===== src/rtl/serial_xfer_ctrl_pkg.sv =====
// ----------------------------------------------------------------------------
// serial_xfer_ctrl_pkg
// Shared definitions for the serial transfer controller:
//   - FSM state encoding (2'd3 is unused and recovers to IDLE in the FSM)
//   - eff_len(): effective transfer length rule, where a request of 0 or of
//     more than the chain width means a full-width transfer
// ----------------------------------------------------------------------------
package serial_xfer_ctrl_pkg;

  typedef enum logic [1:0] {
    ST_IDLE  = 2'd0,
    ST_SHIFT = 2'd1,
    ST_DONE  = 2'd2
  } xfer_state_e;

  // Map a requested bit count onto the count actually shifted.
  function automatic int unsigned eff_len(input int unsigned len,
                                          input int unsigned width);
    int unsigned n;
    if ((len == 32'd0) || (len > width)) begin
      n = width;
    end else begin
      n = len;
    end
    return n;
  endfunction

endpackage


===== src/rtl/serial_xfer_ctrl_shift_chain.sv =====
// ----------------------------------------------------------------------------
// shift_chain
// WIDTH-bit chain of D flip-flops with parallel load and left shift.
// Load has priority over shift; with neither enable the chain holds.
// Ports:
//   clk        rising-edge clock
//   rst_n      asynchronous active-low clear
//   load_en    load load_data into the chain
//   shift_en   shift left by one, ser_in enters at bit 0
//   load_data  parallel load value
//   ser_in     serial input bit
//   chain_q    current chain contents (bit WIDTH-1 is the serial output end)
// ----------------------------------------------------------------------------
module shift_chain #(
  parameter int WIDTH = 8
) (
  input  logic             clk,
  input  logic             rst_n,
  input  logic             load_en,
  input  logic             shift_en,
  input  logic [WIDTH-1:0] load_data,
  input  logic             ser_in,
  output logic [WIDTH-1:0] chain_q
);

  logic [WIDTH-1:0] chain_r;
  logic [WIDTH-1:0] chain_nxt_s;

  // Next-value select for every flip-flop in the chain.
  always_comb begin
    chain_nxt_s = chain_r;
    if (load_en) begin
      chain_nxt_s = load_data;
    end else if (shift_en) begin
      chain_nxt_s = {chain_r[WIDTH-2:0], ser_in};
    end else begin
      chain_nxt_s = chain_r;
    end
  end

  // The flip-flop chain itself.
  always_ff @(posedge clk or negedge rst_n) begin
    if (!rst_n) begin
      chain_r <= {WIDTH{1'b0}};
    end else begin
      chain_r <= chain_nxt_s;
    end
  end

  assign chain_q = chain_r;

endmodule


===== src/rtl/serial_xfer_ctrl.sv =====
// ----------------------------------------------------------------------------
// serial_xfer_ctrl
// Full-duplex serial shifter controller. On Start it loads DataIn so that
// DataIn[N-1] sits at the chain MSB, shifts N bits out MSB-first on Dout while
// capturing Din into the chain, then presents the received word on RxData with
// a one-cycle Done pulse.
// Ports:
//   Clkin   clock, rising edge
//   Resetn  asynchronous active-low reset (aborts any transfer, clears RxData)
//   Start   transfer request, sampled only in IDLE
//   Len     bit count N (0 or > WIDTH means WIDTH)
//   DataIn  parallel word to send, bits [N-1:0] used
//   Din     serial receive bit
//   Dout    serial transmit bit (0 outside SHIFT)
//   Busy    high while shifting
//   Done    one-cycle completion pulse
//   RxData  received word, first Din bit in RxData[N-1], upper bits 0
// ----------------------------------------------------------------------------
module serial_xfer_ctrl
  import serial_xfer_ctrl_pkg::*;
#(
  parameter int WIDTH = 8,
  parameter int LEN_W = 4
) (
  input  logic             Clkin,
  input  logic             Resetn,
  input  logic             Start,
  input  logic [LEN_W-1:0] Len,
  input  logic [WIDTH-1:0] DataIn,
  input  logic             Din,
  output logic             Dout,
  output logic             Busy,
  output logic             Done,
  output logic [WIDTH-1:0] RxData
);

  localparam logic [LEN_W-1:0] CNT_ONE = LEN_W'(1'b1);

  xfer_state_e      state_r;
  xfer_state_e      state_nxt_s;
  logic [LEN_W-1:0] cnt_r;
  logic [LEN_W-1:0] n_r;
  logic [WIDTH-1:0] rx_r;
  logic             busy_r;
  logic             done_r;

  logic             load_en_s;
  logic             shift_en_s;
  logic             capture_s;
  int unsigned      n_eff_s;
  logic [WIDTH-1:0] load_val_s;
  logic [WIDTH-1:0] mask_s;
  logic [WIDTH-1:0] chain_q_s;
  logic [WIDTH-1:0] rx_nxt_s;

  shift_chain #(
    .WIDTH (WIDTH)
  ) u_chain (
    .clk       (Clkin),
    .rst_n     (Resetn),
    .load_en   (load_en_s),
    .shift_en  (shift_en_s),
    .load_data (load_val_s),
    .ser_in    (Din),
    .chain_q   (chain_q_s)
  );

  // Effective length and MSB-aligned load word, taken from the live inputs
  // (only used on the accepting edge).
  always_comb begin
    n_eff_s    = eff_len(32'(Len), WIDTH);
    load_val_s = DataIn << (WIDTH - n_eff_s);
  end

  // Receive mask keeps bits [N-1:0] of the latched length.
  always_comb begin
    mask_s = {WIDTH{1'b0}};
    for (int i = 0; i < WIDTH; i++) begin
      if (i < int'(n_r)) begin
        mask_s[i] = 1'b1;
      end else begin
        mask_s[i] = 1'b0;
      end
    end
    // The last Din bit is not in the chain yet on the capturing edge.
    rx_nxt_s = {chain_q_s[WIDTH-2:0], Din} & mask_s;
  end

  // FSM next-state and control strobes.
  always_comb begin
    state_nxt_s = state_r;
    load_en_s   = 1'b0;
    shift_en_s  = 1'b0;
    capture_s   = 1'b0;
    case (state_r)
      ST_IDLE: begin
        if (Start) begin
          load_en_s   = 1'b1;
          state_nxt_s = ST_SHIFT;
        end else begin
          state_nxt_s = ST_IDLE;
        end
      end
      ST_SHIFT: begin
        shift_en_s = 1'b1;
        if (cnt_r == CNT_ONE) begin
          capture_s   = 1'b1;
          state_nxt_s = ST_DONE;
        end else begin
          state_nxt_s = ST_SHIFT;
        end
      end
      ST_DONE: begin
        state_nxt_s = ST_IDLE;
      end
      default: begin
        state_nxt_s = ST_IDLE;
      end
    endcase
  end

  // FSM state register.
  always_ff @(posedge Clkin or negedge Resetn) begin
    if (!Resetn) begin
      state_r <= ST_IDLE;
    end else begin
      state_r <= state_nxt_s;
    end
  end

  // Bit counter and latched transfer length.
  always_ff @(posedge Clkin or negedge Resetn) begin
    if (!Resetn) begin
      cnt_r <= {LEN_W{1'b0}};
      n_r   <= {LEN_W{1'b0}};
    end else if (load_en_s) begin
      cnt_r <= LEN_W'(n_eff_s);
      n_r   <= LEN_W'(n_eff_s);
    end else if (shift_en_s) begin
      cnt_r <= cnt_r - CNT_ONE;
      n_r   <= n_r;
    end else begin
      cnt_r <= cnt_r;
      n_r   <= n_r;
    end
  end

  // Received-word register, updated only on the final shift edge.
  always_ff @(posedge Clkin or negedge Resetn) begin
    if (!Resetn) begin
      rx_r <= {WIDTH{1'b0}};
    end else if (capture_s) begin
      rx_r <= rx_nxt_s;
    end else begin
      rx_r <= rx_r;
    end
  end

  // Registered status flags, decoded from the upcoming state so they line up
  // with the state register.
  always_ff @(posedge Clkin or negedge Resetn) begin
    if (!Resetn) begin
      busy_r <= 1'b0;
      done_r <= 1'b0;
    end else begin
      busy_r <= (state_nxt_s == ST_SHIFT);
      done_r <= (state_nxt_s == ST_DONE);
    end
  end

  assign Busy   = busy_r;
  assign Done   = done_r;
  assign Dout   = busy_r & chain_q_s[WIDTH-1];
  assign RxData = rx_r;

endmodule


===== config.mk =====
export PLATFORM = sky130hd
export DESIGN_NAME = serial_xfer_ctrl
export DESIGN_NICKNAME = d
export VERILOG_FILES = /design/src/rtl/serial_xfer_ctrl_pkg.sv /design/src/rtl/serial_xfer_ctrl_shift_chain.sv /design/src/rtl/serial_xfer_ctrl.sv
export SDC_FILE = /design/constraint.sdc
export NUM_CORES = 1
export LEC_CHECK = 0
export ABC_AREA = 1
export CORE_UTILIZATION = 45
export CTS_CLUSTER_SIZE = 30
export DETAILED_ROUTE_END_ITERATION = 10
export GPL_TIMING_DRIVEN = 1
export HOLD_SLACK_MARGIN = 0.05
export PLACE_DENSITY_LB_ADDON = 0.2
export REMOVE_ABC_BUFFERS = 1
export SLEW_MARGIN = 20
export SYNTH_ARGS = -nofsm -noshare
export SYNTH_HDL_FRONTEND = slang
export SYNTH_SLANG_ARGS = --single-unit

===== constraint.sdc =====
create_clock -name Clkin -period 1.3 [get_ports Clkin]
set_input_delay 0.13 -clock Clkin [delete_from_list [all_inputs] [get_ports Clkin]]
set_output_delay 0.13 -clock Clkin [all_outputs]
set_load 0.03 [all_outputs]

# --- After elaboration in Yosys (flattened, before gate mapping) ---
# Cells that the tools add are included.
op_classes:
  n_bitwise: 2
  n_eq_ne: 4
  n_lt_le_gt_ge: 9
  n_reduce_logical: 4
  n_addsub: 2
  n_mux: 21
  shifts: 1
ops:
  columns: ["op", "count"]
  rows:
  - ["$shl 8x32->8", 1]
  - ["$sub 4x32->32 const A", 1]
  - ["$lt 3x4->1 const A", 4]
  - ["$mux 8", 2]
  - ["$mux 1", 14]
  - ["$mux 4", 3]
  - ["$and 8x8->8", 1]
  - ["$lt 1x4->1 const A", 2]
  - ["$lt 2x4->1 const A", 2]
  - ["$eq 2x1->1 const B", 2]
  - ["$eq 4x1->1 const B", 1]
  - ["$gt 4x4->1 const B", 1]
  - ["$logic_not 4->1", 1]
  - ["$pmux 2 s2", 1]
  - ["$sub 4x1->4 const B", 1]
  - ["$eq 2x2->1 const B", 1]
  - ["$logic_not 2->1", 1]
  - ["$mux 2", 1]
  - ["$reduce_bool 2->1", 1]
  - ["$and 1x1->1", 1]
  - ["$logic_or 1x1->1", 1]
word_totals:
  ff_bits: 28
  word_cells: 50

# --- Logic depth before layout (Yosys ltp) ---
depth:
  depth_word: 6
  ltp_mapped: 15

# --- Modules after synthesis ---
# A second synthesis with hierarchy kept.
unflattened:
  hier_cells: 220
  hier_area_um2: 1681.6
modules_own_cells:
  columns: ["module", "instances", "seq_area_each_um2", "area_per_inst_um2", "cells_each"]
  rows:
  - ["serial_xfer_ctrl", 1, 500.5, 1307.5, 176]
  - ["shift_chain", 1, 200.2, 374.1, 44]

# --- Worst setup path before layout ---
# OpenSTA, ideal clock, no wires.
synth_timing:
  kind: "input-to-reg"
  start: "input Len[1]"
  end: "register u_chain.chain_r[7], in the netlist u_chain.chain_q[7]"
  required_ps: 1227
  setup_ps: 73
  path_stages: 14
  setup_slack_ps: -184
  arrival_ps: 1411
  n_path_buf: 0
  path_cell_list: "nor2_2 -> nand2_2 -> nand2_1 -> nand2_1 -> ha_1 -> inv_2 -> nand2_1 -> nor2_1 -> nand3_1 -> nand2_1 -> nor2_1 -> nor2_1 -> nand2_1 -> a21oi_2"
synth_between:
  elab_chain_len: 6
  word_cells_on_any_way: 7
synth_lines:
  columns: ["element", "line", "rtl"]
  rows:
  - ["start: declaration", "serial_xfer_ctrl.sv:28", "input logic [LEN_W-1:0] Len,"]
  - ["$gt 4x4->1 / $logic_not 4->1 (equally long branches)", "serial_xfer_ctrl_pkg.sv:20", "if ((len == 32'd0) || (len > width)) begin"]
  - ["$logic_or 1x1->1", "serial_xfer_ctrl_pkg.sv:20", null]
  - ["$mux 4 (*)", "serial_xfer_ctrl_pkg.sv:20", null]
  - ["$sub 4x32->32 (*)", "serial_xfer_ctrl.sv:72", "load_val_s = DataIn << (WIDTH - n_eff_s);"]
  - ["$shl 8x32->8 (*)", "serial_xfer_ctrl.sv:72", null]
  - ["$mux 8 (*)", "serial_xfer_ctrl_shift_chain.sv:32", "if (load_en) begin"]
  - ["end signal: assignment", "serial_xfer_ctrl_shift_chain.sv:44", "chain_r <= {WIDTH{1'b0}};"]
  - ["end signal: assignment", "serial_xfer_ctrl_shift_chain.sv:46", "chain_r <= chain_nxt_s;"]
  - ["end: declaration", "serial_xfer_ctrl_shift_chain.sv:26", "logic [WIDTH-1:0] chain_r;"]
# Every way passes the cells marked *; elsewhere a longest branch is shown, timed or not.
# A chain may end at the register's enable or synchronous reset.

# --- Worst setup path after layout ---
layout_timing:
  start: "register state_r[1]"
  end: "register u_chain.chain_r[2], in the netlist u_chain.chain_q[2]"
layout_between:
  elab_chain_len: 3
  word_cells_on_any_way: 6
layout_lines:
  columns: ["element", "line", "rtl"]
  rows:
  - ["start: declaration", "serial_xfer_ctrl.sv:39", "xfer_state_e state_r;"]
  - ["start signal: assignment", "serial_xfer_ctrl.sv:127", "state_r <= state_nxt_s;"]
  - ["$eq 2x1->1 / $logic_not 2->1 (equally long branches)", "serial_xfer_ctrl.sv:95", "case (state_r)"]
  - ["$mux 1", "serial_xfer_ctrl.sv:95", null]
  - ["$reduce_bool 2->1 (no source line) / $mux 8 (equally long branches)", null, null]
# Parallel ways exist; a longest one is shown, timed or not.

==> out/results.md <==
| Quantity | Reported |
|---|---|
| Crit path max fanout | 13 |
| Global-route wire length before repair | 6796 um |
| Clock latency on the worst-skew pair | 280 ps |
| Antenna violations before repair | 0 |
| Number of remaining DRC errors | 0 |
| Register bit total from synthesis | 28 |
| CP Data Required Time | 1470 ps |
| Average vias per placed instance | 5.000 |
| GRT Residual Overflow | 0 |
| Starting Density | 46.89% |
| Final hold violation count | 0 |
| Maximum number of pins on one net before global-route repair | 29 |
| Category of the worst setup path capture point | flop |
| Number of sinks on the clock net | 28 |
| Clock tree from TritonCTS | done |
| Top cell family by delay on the critical path | flip-flops |
| Cell types with the largest area share after synthesis | dfrtp_1, nand2_1, nand3_1 |
| Count of flip-flops with a built-in enable after synthesis | 0 |
| Via count | 1,655 |
| Final cycle utilization of the critical path | 99.30% |
| Die ar. | 4066 um2 |
| Gpl congestion | 0.8862 |
| DRC violation total after the first TritonRoute iteration | 58 |
| Critical path, cell by cell | nor2_2 -> inv_2 -> buf_4 -> o21ai_0 -> a2bb2oi_2 |
| Avg WL per Cell | 12.09 um |
| Number of hold buffers added after cts | 0 |
| Die height | 63.77 um |
| Distinct cell type count of the synthesized netlist | 37 |
| Final wirelength | 4003 um |
| Port Buffer Count | 26 |
| Layout Cells excl Fill | 331 |
| Critical path class | flop to flop |
| Register area share after synthesis | 40.82% |
| Syn Std Cell Area | 1717 um2 |
| Number of placement rows | 22 |
| Unrepaired setup endpoints after global routing | yes |
| Ys async rst share | 100.0% |
| Synthesized instance count | 219 |
| CP Data Arrival Time | 1460 ps |
| Count of synthesis-stage warnings from yosys | 0 |
| # diodes | 0 |
| Count of pins over their slew limit | 0 |
| Setup-failing EPs final | 0 |
| Maximum clock rate | 774.6 MHz |
| Crit path time final | 1291 ps |
| Net total in the final layout | 304 |
| H-tree Lvls | 1 |
| Layout cells sized above 1 | 34.63% |
| Filler Cell Count | 326 |
| Number of top-level pins | 27 |
| Average instance area after synthesis | 7.839 um2 |
| Crit-path max cell delay | 420 ps |
| Area growth from synthesis to layout | 45.55% |
| Drt pass-1 iters | 4 |
| Post-route ant nets | 0 |
| Post-Route Skew | 6.397 ps |
| Most repeated cell in the gate-level netlist after synthesis | nand2_1 |
| Core Region | 3661 um2 |
| Buffers plus inverters on the worst setup path | 2 |
| Primary FF master, synth | dfrtp_1 |
| Die W | 63.77 um |
| Number of clock buffers inserted by TritonCTS | 3 |
| CTS Root Buffer Type | clkbuf_8 |
| Dpl hpwl | 2986 um |
| Dpl cells | 322 |
| Worst-case headroom to the max-slew limit | 76.31% |
| Maxcap violations | 0 |
| Run status | finished, final reports clean |
| Cell type of the slowest stage on the worst timing path | dfrtp_1 |
| Leading post-synthesis cells by instance count | nand2_1, dfrtp_1, nand3_1, inv_1, nor2_1 |
| Total GRT Usage | 21.27% |
| Maximum vdd ir drop | 0.0007572 V |
| Slew at the pin closest to its max-slew limit | 355.3 ps |
| Total power divided by cell area | 1990 nW/um2 |
| Critical Path Source Type | flop |
| Worst Hold Margin | 220.3 ps |
| Clock-pin slew on the worst setup and hold paths | 100 ps |
| Area share of the largest cell type after synthesis | 40.82% |
| Static Leakage | 1.256 nW |
| Maximum clock insertion buffer count | 2 |
| Vias in the first global route | 1,518 |
| Worst min path class | input pin to async pin |
| Cell taking the most area after synthesis | dfrtp_1 |
-- timing repair --
action	in CTS	in global routing
pin swaps	24	12
setup endpoints to repair	29	21
resized for setup	51	24
cloned	0	1
setup buffers	1	3
-- through the flow --
step           setup WS (ps)  instance area [um2]  util, %  power, mW  setup TNS, ps
2_1_floorplan         -245.8                 1698        -      3.097          -1272
3_3_place_gp          -648.5                 2266    61.89      4.124          -6282
3_5_place_dp          -737.7                 2266    61.89      4.168          -6853
6_report               9.084                 2499    68.25      4.973              0
4_1_cts               -21.39                 2404    65.65      4.732         -31.12
5_1_grt               -62.40                 2499    68.25      5.331         -509.9
-- cell families (layout without fill, tap and decap cells) --
family	Yosys count	count (layout)	share of synthesized area, %
buf+inv	33	97	7.580
xor+xnor	2	2	2.114
compound gates	40	40	14.65
flops	28	28	40.82
fa+ha+maj	4	4	2.916
mux	1	1	0.6559
simple gates	111	111	31.27
-- state kept, by name (all words and copies together) (netlist names) --
register         flops
Busy                 1
n_r                  4
RxData               8
u_chain.chain_q      8
Done                 1
state_r              2
cnt_r                4
-- metal layers --
metal,vias to the layer above,track usage (%),wire [um]
met5,-,0,0
met1,775,27.56,1819
met3,5,1.786,64
met2,27,38.03,2077
li1,848,-,-
met4,0,5.114,40
-- placed cells by master, fill, tap and decap left out, types with 2 or more instances in the layout --
cell type         n
a21oi_2           3
buf_4            32
o211ai_1          2
or2_4             2
nor2_2            3
nor2_1           16
nand4_1           2
dfrtp_1          28
nand2_1          41
nand2_2           6
clkbuf_8          4
dlygate4sd2_1    11
buf_6             7
buf_2             2
nand3_2           3
o21ai_1           9
nand2_4           8
nand3_1          20
o221ai_1          2
inv_2             8
a21oi_1           5
clkinv_1          2
ha_4              2
inv_1            16
nor2_4            5
clkdlybuf4s50_1  11
o21ai_0          12
-- path summary, 6_finish.rpt --
| check | from | cells past startpoint | to | slack, ps |
|---|---|---|---|---|
| setup / recovery | state_r[1] | 5 | u_chain.chain_q[2] | 9 |
| hold / removal | Resetn | 2 | RxData[3] | 220 |
| setup reg to reg | state_r[1] | 5 | u_chain.chain_q[2] | 9 |
| hold reg to reg | n_r[2] | 2 | n_r[2] | 480 |
| max in group asynchronous | Resetn | 2 | u_chain.chain_q[6] | 810 |
| min in group Clkin | Len[1] | 4 | n_r[1] | 310 |
-- layout make-up --
type,instances,area [um2],area share (%)
Tap cell,48,60.06,2.404
Multi-Input combinational cell,158,1021,40.86
Sequential cell,28,700.7,28.04
Inverter,29,121.4,4.857
Clock buffer,4,55.05,2.203
Timing Repair Buffer,64,540.5,21.63
-- report_power, final --
part | total, mW | internal (mW) | switching (mW)
Clock | 0.541 | 0.271 | 0.270
Combinational | 2.89 | 1.27 | 1.62
Sequential | 1.54 | 1.29 | 0.255
Power figures use the tool's default switching activity.
